### config.mk
export PLATFORM = sky130hd
export DESIGN_NAME = pipelined_adder_acc
export DESIGN_NICKNAME = d
export VERILOG_FILES = /design/src/rtl/pipelined_adder_acc.sv
export SDC_FILE = /design/constraint.sdc
export NUM_CORES = 1
export LEC_CHECK = 0
export CORE_MARGIN = 1.5
export CORE_UTILIZATION = 52
export DETAILED_ROUTE_END_ITERATION = 12
export MAX_ROUTING_LAYER = met4
export PLACE_DENSITY = 0.9
export SLEW_MARGIN = 40
export SYNTH_ARGS = -nofsm -noshare
export SYNTH_HDL_FRONTEND = slang
export SYNTH_SLANG_ARGS = --single-unit
### constraint.sdc
create_clock -name clk -period 6.95 [get_ports clk]
set_clock_uncertainty 0.05 [all_clocks]
set_input_delay 2.085 -clock clk [delete_from_list [all_inputs] [get_ports clk]]
set_output_delay 2.085 -clock clk [all_outputs]
set_load 0.02 [all_outputs]
### src/rtl/pipelined_adder_acc.sv
// Purpose : single-stage add/sub/accumulate unit with a valid/ready handshake on both sides.
// Latency : one cycle from accept to out_valid; a new operation can be accepted every cycle.
// Backpres: while out_valid && !out_ready the result register holds and in_ready stays low.
//
// Ports:
//   clk, rst             - clock and synchronous active-high reset
//   in_valid / in_ready  - operation handshake (op, A, B sampled only on accept)
//   op                   - 00 ADD, 01 SUB, 10 ACC, 11 CLR
//   A, B                 - unsigned operands (B unused by ACC and CLR)
//   out_valid/out_ready  - result handshake
//   SUM                  - registered WIDTH+1 bit result (carry/borrow in the top bit)
//   acc_ovf              - sticky flag: the accumulator has wrapped since the last CLR/reset
//   txn_count            - free-running count of consumed results
module pipelined_adder_acc #(
  parameter int WIDTH = 4,
  parameter int CNT_W = 8
) (
  input  logic             clk,
  input  logic             rst,
  input  logic             in_valid,
  output logic             in_ready,
  input  logic [1:0]       op,
  input  logic [WIDTH-1:0] A,
  input  logic [WIDTH-1:0] B,
  output logic             out_valid,
  input  logic             out_ready,
  output logic [WIDTH:0]   SUM,
  output logic             acc_ovf,
  output logic [CNT_W-1:0] txn_count
);

  localparam logic [1:0] OP_ADD = 2'b00;
  localparam logic [1:0] OP_SUB = 2'b01;
  localparam logic [1:0] OP_ACC = 2'b10;
  localparam logic [1:0] OP_CLR = 2'b11;

  logic [WIDTH:0]   acc;
  logic             accept;
  logic             consume;

  // Next-state values computed from the operands presented this cycle;
  // they only land in the registers when accept is high.
  logic [WIDTH:0]   res_next;
  logic [WIDTH:0]   acc_next;
  logic             ovf_next;
  logic [WIDTH+1:0] acc_wide;

  // The output slot is free when empty or being drained this edge, which is
  // what allows one accept per cycle with out_ready held high.
  assign in_ready = (!out_valid || out_ready) && !rst;
  assign accept   = in_valid && in_ready;
  assign consume  = out_valid && out_ready;

  // One extra bit above the accumulator captures the wrap out of bit WIDTH.
  assign acc_wide = {1'b0, acc} + {2'b00, A};

  always_comb begin
    res_next = '0;
    acc_next = acc;
    ovf_next = acc_ovf;
    case (op)
      OP_ADD: begin
        res_next = {1'b0, A} + {1'b0, B};
      end
      OP_SUB: begin
        // Modulo 2^(WIDTH+1): the top bit becomes the borrow when A < B.
        res_next = {1'b0, A} - {1'b0, B};
      end
      OP_ACC: begin
        acc_next = acc_wide[WIDTH:0];
        ovf_next = acc_ovf | acc_wide[WIDTH+1];
        res_next = acc_wide[WIDTH:0];
      end
      OP_CLR: begin
        acc_next = '0;
        ovf_next = 1'b0;
        res_next = '0;
      end
      default: begin
        res_next = '0;
      end
    endcase
  end

  always_ff @(posedge clk) begin
    if (rst) begin
      SUM       <= '0;
      out_valid <= 1'b0;
      acc       <= '0;
      acc_ovf   <= 1'b0;
      txn_count <= '0;
    end else begin
      if (accept) begin
        SUM       <= res_next;
        out_valid <= 1'b1;
        acc       <= acc_next;
        acc_ovf   <= ovf_next;
      end else if (consume) begin
        // SUM keeps its last value; only the valid flag drops.
        out_valid <= 1'b0;
      end
      if (consume) begin
        txn_count <= txn_count + 1'b1;
      end
    end
  end

endmodule

==> results of run 1 <==
==> cell families (layout without fill, tap and decap cells) <==
family | Yosys count | count (layout) | share of synthesized area
AO/OA/AOI/OAI | 26 | 26 | 0.132
flip-flops | 20 | 20 | 0.330
adder cells (fa/ha/maj) | 12 | 12 | 0.136
buffers and inverters | 14 | 43 | 0.0454
AND/OR/NAND/NOR | 63 | 63 | 0.263
XOR/XNOR | 13 | 13 | 0.0938
==> sequential cells by signal, indices dropped and copies added, names as in the netlist <==
name / count
acc_ovf: 1
acc: 5
SUM: 5
txn_count: 8
out_valid: 1
==> worst max-delay path, delay by kind of cell <==
kind	cells	cell delay (ns)
buf+inv	3	1.24
simple gates	1	0.14
==> synthesized netlist by cell type (2+ instances only) <==
cell type   n
inv_1       8
a21oi_1    12
clkbuf_1    3
xnor2_1     2
ha_1       10
a211oi_1    2
nor3_1      2
nor2_1     23
buf_2       2
xor2_1     11
fa_1        2
nor3b_1     2
nor2b_1     2
o21ai_0     5
or3_1       2
nand3_1     6
dfxtp_1    20
nand2b_1    3
nand2_1    12
nand4_1     2
==> final cells by class <==
type,count,share of cell area
Clock buffer,3,0.0143
Clock inverter,1,0.0190
Multi-Input combinational cell,114,0.481
Timing Repair Buffer,30,0.189
Sequential cell,20,0.254
Inverter,9,0.0214
Tap cell,28,0.0222
==> worst max path at each step <==
stage                     startpoint        to  slack [ns]  depth (start not counted)
after floorplan            out_ready  in_ready        2.49                          2
after global placement           rst  in_ready        1.38                          4
after detailed placement         rst  in_ready        1.34                          4
after CTS                        rst  in_ready        1.33                          4
after global routing             rst  in_ready        1.32                          4
final                            rst  in_ready        1.35                          4
==> stage by stage <==
step                total power [mW]  hold slack (ns)  utilization  setup slack [ns]
CTS                            0.279            0.430        0.713              1.33
global placement               0.182            0.398        0.689              1.38
finish                         0.278            0.429        0.713              1.35
global route                   0.293            0.457        0.713              1.32
floorplan                      0.160            0.390            -              2.49
detailed placement             0.185            0.413        0.689              1.34
==> report_power, final <==
group | internal, mW | leakage, nW | switching, mW
Clock | 0.0584 | 0.0279 | 0.0369
Combinational | 0.0298 | 0.431 | 0.0317
Sequential | 0.118 | 0.162 | 0.00275
==> per-layer routing <==
layer  track usage  share of wire  vias to the layer above
met5             -              0                        -
met4        0.0921          0.020                        0
met3        0.0439          0.053                        8
met2         0.411           0.49                       38
met1         0.284           0.43                      515
li1              -              -                      563
==> run metrics, run 1 <==
Seq/Total Area, Yosys 0.330; status complete, no violations; GP Congestion 0.843; cts bufs inserted 3; FP Rows 17; worst reg2reg path depth 8; drt wl/cell 13.6 um; PD cells 176 nW/um^2; clk_lat worst skew 0.31 ns; Reg clk slew, reported paths 0.11 ns; Residual DRC 0; Die Width 51.3 um; EDFF count, synth 0; unrepaired setup endpoints after global routing false; proportion of layout cells with a drive suffix above 1 0.0565; DPL Wire Length 2.25 mm; hold path endpoint acc_ovf; Worst R2R Setup Slack 4.96 ns; Fmax 178 MHz; hold depth 2; Post-synth top flop dfxtp_1; Placed Cells 201; CP Class in2out; critical path peak fanout 23; VDD IR max 0.193 mV; CTS Hold Bufs 0; CP dominant cell by count clkdlybuf4s50_1; worst-case clock buffer depth 2; Max Cap Viol 0; Yosys top cell area share 0.330; via count 1,124; initial antenna violation count 0; max-slew violations 0; drt pass-1 iters 5; Min Clock Period, post-route 5.60 ns; largest net degree at the start of global routing 24; CTS Root Cell clkbuf_4; DP Area 1530 um^2; CP peak stage delay 0.61 ns; die area 2630 um^2; Multi-input gate area 758 um^2; Final nets 204; Final TNS setup 0 ns; FILL cells 170; reg2reg end SUM[4]; # Post-CTS Setup Buffers 0; diode count 0; CTS tree built; storage element area 400 um^2; start of the worst register-to-register path acc[0]; Synth Cell Area 1210 um^2; Critical Path AT 3.47 ns; post-synthesis cell count 148; worst path cell trace clkdlybuf4s50_1 > buf_4 > nor2_2 > clkdlybuf4s50_1; Pleak 0.622 nW; Syn Nets 174; Final Hold Fails 0; GRT overflow 0; CP endpoint kind primary output; final worst path period share 0.806; commonest non-fill, non-tap cell in the layout clkdlybuf4s50_1; Area Growth Syn to Fin 30.0%; First DRT Iteration DRCs 28; cts repair resizes 0; Routed WL 2.80 mm; Mean Syn Cell Area 8.20 um^2; Area contributors post-synth dfxtp_1 (33%), ha_1 (10%), xor2_1 (7.9%); # IOs 30; Cell variety after synth 37; Finished Cell Area 1580 um^2; DIE HEIGHT 51.3 um; Hold Crit Class reg2reg; Setup-failing EPs final 0; Slew HR 0.605; Slowest-stage cell, CP clkdlybuf4s50_1; commonest non-fill, non-tap cells in the layout clkdlybuf4s50_1 (29), nor2_1 (23), dfxtp_1 (20); port bufs 29; Via density 5.48; Critical Path Source Type primary input; post-route non-filler standard cell count 205; #FFs+latches synth 20; share of flip-flops with an asynchronous set or reset 0; Final ANT Viol Nets 0; Sink Count 20; Hold Crit Start acc_ovf; Yosys top cell by area dfxtp_1; slew at the pin closest to its max-slew limit 0.591 ns; initial core utilization 0.549; warnings from Yosys 0; H-tree depth 1; gr usage total 0.241; vias in the first global route 1,072; core area 2210 um^2; first-pass GRT wire length 4.62 mm; WP data required 4.82 ns
Power figures use the tool's default switching activity.
==> run 2: changes to the inputs <==
CORE_UTILIZATION = 44   (was 52)
PLACE_DENSITY = 0.81   (was 0.9)
clock period = 4.53 ns   (was 6.95 ns; I/O delays follow)
==> run 2 against run 1 <==
- flip-flop and latch count unchanged
- die area increased by 17%
- combinational power rose by 52%
- first-iteration DRC count down 18%
- sequential share of layout area down 0.16 points
- power is 53% higher
- design area increased by 0.63%
- critical path depth stayed put
- cell count is 1.5% higher
- critical endpoint unchanged
==> run metrics, run 2 (synthesis gave the netlist of run 1 again) <==
status complete, no violations; DPL Wire Length 1.98 mm; # Post-CTS Setup Buffers 0; diode count 0; final worst path period share 0.901; Top reg by flops txn_count; first-pass GRT wire length 4.53 mm; Fmax 245 MHz; commonest non-fill, non-tap cell in the layout clkdlybuf4s50_1; unrepaired setup endpoints after global routing false; via count 1,107; commonest non-fill, non-tap cells in the layout clkdlybuf4s50_1 (29), nor2_1 (23), dfxtp_1 (20); CP Class in2out; PD cells 267 nW/um^2; clk_lat worst skew 0.30 ns; GP Congestion 0.862; largest registers txn_count: 8 flops, SUM: 5 flops, acc: 5 flops; H-tree depth 1; gr usage total 0.185; Via density 5.32; Routed WL 2.51 mm; drt wl/cell 12.1 um; Final ANT Viol Nets 0; Min Clock Period, post-route 4.08 ns; critical path peak fanout 4; Sink Count 20; slew at the pin closest to its max-slew limit 0.567 ns; worst-case clock buffer depth 2; cts bufs inserted 3; WP data required 3.12 ns; Setup-failing EPs final 0; largest net degree at the start of global routing 23; Max Cap Viol 0; First DRT Iteration DRCs 23; cts repair resizes 0; GRT overflow 0; core area 2540 um^2; VDD IR max 0.366 mV; proportion of layout cells with a drive suffix above 1 0.0618; Final nets 205; CTS Root Cell clkbuf_4; Reg clk slew, reported paths 0.12 ns; vias in the first global route 1,083; Hold Crit Class reg2reg; CTS Hold Bufs 0; max reg flops 8; Final TNS setup 0 ns; die area 3080 um^2; CP endpoint kind primary output; Total Power 0.424 mW; Die Width 55.5 um; Residual DRC 0; initial core utilization 0.477; DIE HEIGHT 55.5 um; Critical Path Source Type primary input; Post-Place Worst Slack 0.451 ns; smallest setup slack after layout 0.450 ns; # IOs 30; Area Growth Syn to Fin 30.8%; drt pass-1 iters 4; Final Hold Fails 0; initial antenna violation count 0; Critical Path AT 2.67 ns; max-slew violations 0; CTS tree built; Pleak 0.627 nW; port bufs 29; FP Rows 18; Slew HR 0.621
[run 2: changes by cell type in the layout (fill, tap and decap cells not counted), sizes merged]
cell	previous run	this run
buf	1	2
[run 2: power breakdown]
group	internal (mW)	switching (mW)
logic	0.0464	0.0471
clock network	0.0894	0.0559
registers	0.181	0.00387
[run 2: stage by stage]
step	instances	hold slack (ns)	util	cell area (um^2)
floorplan	148	0.390	-	1210
global placement	204	0.397	0.603	1540
detailed placement	204	0.412	0.603	1540
CTS	208	0.430	0.624	1590
global route	208	0.449	0.624	1590
finish	208	0.425	0.624	1590
[run 2: worst paths after layout]
path                            depth (start not counted)        to      start  slack, ns
worst max register to register                          8    SUM[4]     acc[0]       2.62
worst max-delay path                                    4  in_ready  out_ready       0.45
worst min register to register                          2    acc[0]     acc[0]       0.42
worst min-delay path                                    2    acc[0]     acc[0]       0.42
[run 2: final cells by class]
| cell class | instances | area (um^2) |
|---|---|---|
| fillers | 232 | 957 |
| clock inverters | 1 | 30.0 |
| multi-input cells | 114 | 758 |
| repair buffers | 31 | 305 |
| well taps | 30 | 37.5 |
| inverters | 9 | 33.8 |
| flip-flops and latches | 20 | 400 |
| clock buffers | 3 | 22.5 |
[run 2: worst max-delay path, cell delays in order]
cell and delay, ns:
clkdlybuf4s50_1 0.53, nor2b_4 0.07, nor2_2 0.10, clkdlybuf4s50_1 0.61
[run 2: per-layer routing]
| layer | routed length (um) | vias to the layer above | track usage |
|---|---|---|---|
| li1 | - | 564 | - |
| met1 | 1170 | 504 | 0.225 |
| met2 | 1190 | 37 | 0.310 |
| met3 | 139 | 2 | 0.0585 |
| met4 | 9 | 0 | 0.0244 |
| met5 | 0 | - | - |
==> run 3: changes to the inputs <==
CAP_MARGIN = 20   (was default)
==> results of run 3 <==
The final DEF is identical to that of run 2; final timing and power are the same.
